[src/rtl/key_ctrl.sv]
// Key sequencer for the digital clock: walks the time-setting mode FSM and turns
// debounced inc/dec key presses into single-cycle commands with long-press auto-repeat.
module key_ctrl #(
  parameter int unsigned LONG_CYC    = 50000000,
  parameter int unsigned REPEAT_CYC  = 10000000,
  parameter int unsigned TIMEOUT_CYC = 500000000
) (
  input  logic       clk,
  input  logic       rst_n,
  input  logic       key_mode,
  input  logic       key_inc,
  input  logic       key_dec,
  output logic [1:0] set_sel,
  output logic       edit_active,
  output logic       inc_pulse,
  output logic       dec_pulse
);

  localparam int HOLD_W = $clog2(LONG_CYC) + 1;
  localparam int IDLE_W = $clog2(TIMEOUT_CYC) + 1;

  localparam logic [HOLD_W-1:0] HOLD_LONG   = HOLD_W'(LONG_CYC);
  localparam logic [HOLD_W-1:0] HOLD_RELOAD = HOLD_W'(LONG_CYC - REPEAT_CYC);
  localparam logic [IDLE_W-1:0] IDLE_LAST   = IDLE_W'(TIMEOUT_CYC - 1);

  typedef enum logic [1:0] {
    ST_NORMAL  = 2'b00,
    ST_SET_HR  = 2'b01,
    ST_SET_MIN = 2'b10,
    ST_SET_SEC = 2'b11
  } state_e;

  // Which key currently owns the hold counter and may auto-repeat.
  typedef enum logic [1:0] {
    ACT_NONE = 2'b00,
    ACT_INC  = 2'b01,
    ACT_DEC  = 2'b10
  } act_e;

  state_e            state_q, state_d;
  act_e              act_q, act_d;
  logic              mode_hist_q, inc_hist_q, dec_hist_q;
  logic              lock_q, lock_d;
  logic [HOLD_W-1:0] hold_q, hold_d, hold_next;
  logic [IDLE_W-1:0] idle_q, idle_d;
  logic              edit_q, edit_d;
  logic              inc_pulse_q, inc_pulse_d;
  logic              dec_pulse_q, dec_pulse_d;

  logic mode_edge, inc_edge, dec_edge, any_key, both_keys, holding;

  assign mode_edge = key_mode & ~mode_hist_q;
  assign inc_edge  = key_inc  & ~inc_hist_q;
  assign dec_edge  = key_dec  & ~dec_hist_q;
  assign any_key   = key_mode | key_inc | key_dec;
  assign both_keys = key_inc & key_dec;
  assign holding   = ((act_q == ACT_INC) && key_inc) || ((act_q == ACT_DEC) && key_dec);
  assign hold_next = hold_q + HOLD_W'(1);

  always_comb begin
    // NOTE: every variable gets a default first so no path leaves it unassigned (no latches).
    state_d     = state_q;
    act_d       = act_q;
    lock_d      = lock_q;
    hold_d      = hold_q;
    idle_d      = idle_q;
    inc_pulse_d = 1'b0;
    dec_pulse_d = 1'b0;

    if (both_keys)               lock_d = 1'b1;
    else if (!key_inc && !key_dec) lock_d = 1'b0;

    if (state_q == ST_NORMAL) begin
      act_d  = ACT_NONE;
      hold_d = '0;
      idle_d = '0;
      if (mode_edge) state_d = ST_SET_HR;
    end else if (idle_q == IDLE_LAST) begin
      state_d = ST_NORMAL;
      act_d   = ACT_NONE;
      hold_d  = '0;
      idle_d  = '0;
    end else if (mode_edge) begin
      // Mode wins over a coincident inc/dec edge; held keys lose ownership.
      state_d = state_e'(state_q + 2'd1);
      act_d   = ACT_NONE;
      hold_d  = '0;
      idle_d  = '0;
    end else begin
      idle_d = any_key ? '0 : idle_q + IDLE_W'(1);
      if (both_keys || lock_q) begin
        act_d  = ACT_NONE;
        hold_d = '0;
      end else if (inc_edge) begin
        inc_pulse_d = 1'b1;
        act_d       = ACT_INC;
        hold_d      = '0;
      end else if (dec_edge) begin
        dec_pulse_d = 1'b1;
        act_d       = ACT_DEC;
        hold_d      = '0;
      end else if (holding) begin
        if (hold_next == HOLD_LONG) begin
          inc_pulse_d = (act_q == ACT_INC);
          dec_pulse_d = (act_q == ACT_DEC);
          hold_d      = HOLD_RELOAD;
        end else begin
          hold_d = hold_next;
        end
      end else begin
        act_d  = ACT_NONE;
        hold_d = '0;
      end
    end

    edit_d = (state_d != ST_NORMAL);
  end

  always_ff @(posedge clk) begin
    // NOTE: state registers use non-blocking assignments so all flops update together.
    if (!rst_n) begin
      state_q     <= ST_NORMAL;
      act_q       <= ACT_NONE;
      // History starts high so a key held through reset gives no press edge.
      mode_hist_q <= 1'b1;
      inc_hist_q  <= 1'b1;
      dec_hist_q  <= 1'b1;
      lock_q      <= 1'b0;
      hold_q      <= '0;
      idle_q      <= '0;
      edit_q      <= 1'b0;
      inc_pulse_q <= 1'b0;
      dec_pulse_q <= 1'b0;
    end else begin
      state_q     <= state_d;
      act_q       <= act_d;
      mode_hist_q <= key_mode;
      inc_hist_q  <= key_inc;
      dec_hist_q  <= key_dec;
      lock_q      <= lock_d;
      hold_q      <= hold_d;
      idle_q      <= idle_d;
      edit_q      <= edit_d;
      inc_pulse_q <= inc_pulse_d;
      dec_pulse_q <= dec_pulse_d;
    end
  end

  assign set_sel     = state_q;
  assign edit_active = edit_q;
  assign inc_pulse   = inc_pulse_q;
  assign dec_pulse   = dec_pulse_q;

endmodule
[config.mk]
export PLATFORM = sky130hd
export DESIGN_NAME = key_ctrl
export DESIGN_NICKNAME = d
export VERILOG_FILES = /design/src/rtl/key_ctrl.sv
export SDC_FILE = /design/constraint.sdc
export NUM_CORES = 1
export LEC_CHECK = 0
export CORE_MARGIN = 2
export CORE_UTILIZATION = 45
export DETAILED_ROUTE_END_ITERATION = 6
export GPL_TIMING_DRIVEN = 0
export HOLD_SLACK_MARGIN = 0.02
export PLACE_DENSITY = 0.61
export SYNTH_ARGS = -nofsm -noshare
export SYNTH_HDL_FRONTEND = slang
export SYNTH_SLANG_ARGS = --single-unit
[constraint.sdc]
create_clock -name clk -period 4.7 [get_ports clk]
set_input_delay 0.94 -clock clk [delete_from_list [all_inputs] [get_ports clk]]
set_output_delay 0.94 -clock clk [all_outputs]
set_load 0.05 [all_outputs]
==> results of run 1 <==
[state kept, by name, summed over array words and instances, names as in the netlist]
register     flops
idle_q          30
dec_hist_q       1
lock_q           1
act_q            2
edit_active      1
dec_pulse        1
hold_q          27
set_sel          2
inc_pulse        1
mode_hist_q      1
inc_hist_q       1
[placed cells by master (no fill, tap or decap), types with 5 or more instances in the layout]
| cell type | n |
|---|---|
| a21oi_1 | 7 |
| inv_1 | 9 |
| dfxtp_1 | 68 |
| nand2_1 | 36 |
| xor2_1 | 24 |
| nand4_1 | 18 |
| ha_1 | 6 |
| o21a_1 | 7 |
| nand3_1 | 24 |
| nor3_1 | 14 |
| clkdlybuf4s50_1 | 9 |
| clkbuf_8 | 10 |
| nor4_1 | 6 |
| o21ai_0 | 5 |
| nor2_1 | 69 |
| xnor2_1 | 21 |
| and3_1 | 8 |
| nand2b_1 | 7 |
[final timing paths]
path	cells past startpoint	slack, ps	end
setup / recovery	9	1380	hold_q[2]$_SDFF_PP0_
hold / removal	1	460	idle_q[0]$_SDFF_PP0_
setup reg to reg	9	1500	hold_q[0]$_SDFF_PP0_
hold reg to reg	1	460	idle_q[0]$_SDFF_PP0_
[worst max-delay path, cell delays in order]
cell and delay (ps):
clkdlybuf4s50_1 520, ha_1 270, nor2_1 110, nand3_1 70, or3_1 430, nor3b_1 720
o21ai_4 230, buf_6 220, nor2_1 90
[cell type report]
class	count	share of cell area [%]
multi-input combinational	298	49.1
clock buffer	10	3.74
tap	99	3.37
clock inverter	6	1.74
timing repair buffer	9	2.45
buffer	11	1.67
sequential	68	37.0
inverter	9	0.919
[logic make-up (layout without fill, tap and decap cells)]
group	after synthesis	count (layout)	synth area share, %
DFF	68	68	41.7
muxes	2	2	0.652
xor gates and xnor gates	45	45	12.1
buffers and inverters	20	45	2.92
and+or+nand+nor	207	207	31.9
AOI/OAI and AO/OA	38	38	8.44
adders and majority gates	6	6	2.30
[layer usage]
layer,routed length [um],GRT usage [%],vias up
li1,-,-,1382
met1,3080,22.9,1258
met2,2980,27.9,43
met3,187,3.42,15
met4,165,10.7,0
met5,0,0,-
[through the flow]
stage | power, mW | cell area, um2 | utilization (%) | setup WS (ps)
final | 1.10 | 3680 | 51.5 | 1380
after CTS | 1.11 | 3680 | 51.5 | 1320
after floorplan | 0.613 | 3260 | - | 1900
after global placement | 0.624 | 3470 | 48.7 | 1010
after detailed placement | 0.625 | 3470 | 48.7 | 966
after global routing | 1.13 | 3680 | 51.5 | 1110
[power by group through the flow]
stage / clock network, mW / registers [mW] / logic, mW
after global routing: 0.520 / 0.581 / 0.0334
after CTS: 0.500 / 0.581 / 0.0307
after floorplan: 0 / 0.599 / 0.0136
after global placement: 0 / 0.594 / 0.0299
after detailed placement: 0 / 0.594 / 0.0305
final: 0.487 / 0.581 / 0.0303
==> run summary, run 1 <==
Die Wd: 89.1 um
Total area of sequential cells: 1360 um2
RePlAce Congestion: 0.857
Area grow syn2layout: 12.7%
Crit Path Max Fanout: 10
DR vias/cell: 5.29
Clock transition at the registers of the reported paths: 70 ps
Clk_lat worst skew: 350 ps
Post-route DRC: 0
Synth Register Bits: 68
Core Box Area: 7140 um2
Synth area leader: dfxtp_1
PostCTS Resize Cnt: 0
Hold WC Path Type: flop to flop
Post-DR wirelength/cell: 12.6 um
Largest net degree at the start of global routing: 13
Post-synth EDFFs: 0
Vias: 2,698
Most instantiated cells after synthesis: nor2_1, dfxtp_1, nand2_1
Critical path required time: 4990 ps
Initial Util: 45.7%
Mean Syn Cell Area: 8.45 um2
GR Overflow Total: 0
FILL cells: 699
Final setup vio count: 0
Critical Setup Path Class: primary input to flop
Psw: 0.248 mW
FP Rows: 31
TNS Setup: 0 ps
Crit Reg-Reg Startpoint: hold_q[0]$_SDFF_PP0_
TritonRoute pass-1 iters: 4
Most frequent cell after synthesis: nor2_1
Post-synthesis sequential area ratio: 41.7%
Max Clk Rate: 301 MHz
Worst hold start: idle_q[0]$_SDFF_PP0_
Maximum clock path buffer count: 2
Synth Flop Type: dfxtp_1
Share of cells above drive strength 1: 8.03%
Setup repair bufs after CTS: 0
Root buf cell: clkbuf_8
Clock share of power: 44.4%
Max Slew Vio Count: 0
Final WL: 6410 um
Sink Count: 68
Fin Clk Skew: 12.4 ps
Leak: 1.19 nW
CTS Hold Bufs: 0
NumNets Final: 417
Logic gate share of total power: 2.8%
Port buffer count: 9
Placed Instances: 494
CTS tree: yes
Initial DRC count: 69
Worst path arrival time: 3610 ps
Status: complete, no violations
Maxcap violations: 0
Worst Setup End Kind: flop
GRT Overall Usage: 17.9%
Final non-filler cell total: 510
Die area: 7940 um2
Period utilization: 70.7%
WHS: 464 ps
Fin crit period: 3320 ps
CP startpoint: key_inc
CTS Buf Count: 9
Pwr dens: 299 nW/um2
Mapped Area: 3260 um2
First-pass GRT wire length: 11,000 um
Synth top area cells: dfxtp_1, nor2_1, xor2_1
Via count of the first global-routing pass: 2,513
Sw Ratio: 22.6%
Multi-input logic area: 1800 um2
Post-DRT Antenna Nets: 0
RSZ-0062 raised after global routing: false
Diodes inserted: 0
Placed wire-length estimate: 4670 um
Post-synth cell types: 54
Die extent in y: 89.1 um
Startpoint Class: primary input
Final hold vios: 0
Asr flop ratio synth: 0%
Syn Nets: 397
Initial antenna violation count: 0
P_int: 0.851 mW
Slew HR: 43.2%
Ys Warns: 0
Slew @ Worst Pin: 850 ps
I/O pin cnt: 10
Gate Count Post-Synth: 386
CTS H-tree lvls: 3
Seq pwr share: 52.9%
Peak VDD IR: 163 uV
Synth top area share: 41.7%
Power figures use the tool's default switching activity.
==> run 2, diff against run 1 <==
==> constraint.sdc (replaced) <==
create_clock -name clk -period 3.44 [get_ports clk]
set_input_delay 0.688 -clock clk [delete_from_list [all_inputs] [get_ports clk]]
set_output_delay 0.688 -clock clk [all_outputs]
set_load 0.05 [all_outputs]
==> results of run 2 <==
The final DEF is identical to that of run 1. Status: complete, no violations.
Among the figures that moved: setup slack after placement 966 ps -> -41.7 ps; setup slack after layout 1380 ps -> 239 ps; start point of the critical path key_inc -> hold_q[0]$_SDFF_PP0_; end point of the critical path hold_q[2]$_SDFF_PP0_ -> hold_q[0]$_SDFF_PP0_; register-to-register setup slack 1500 ps -> 240 ps; total power 1.10 mW -> 1.50 mW; worst IR drop on VDD 163 uV -> 223 uV
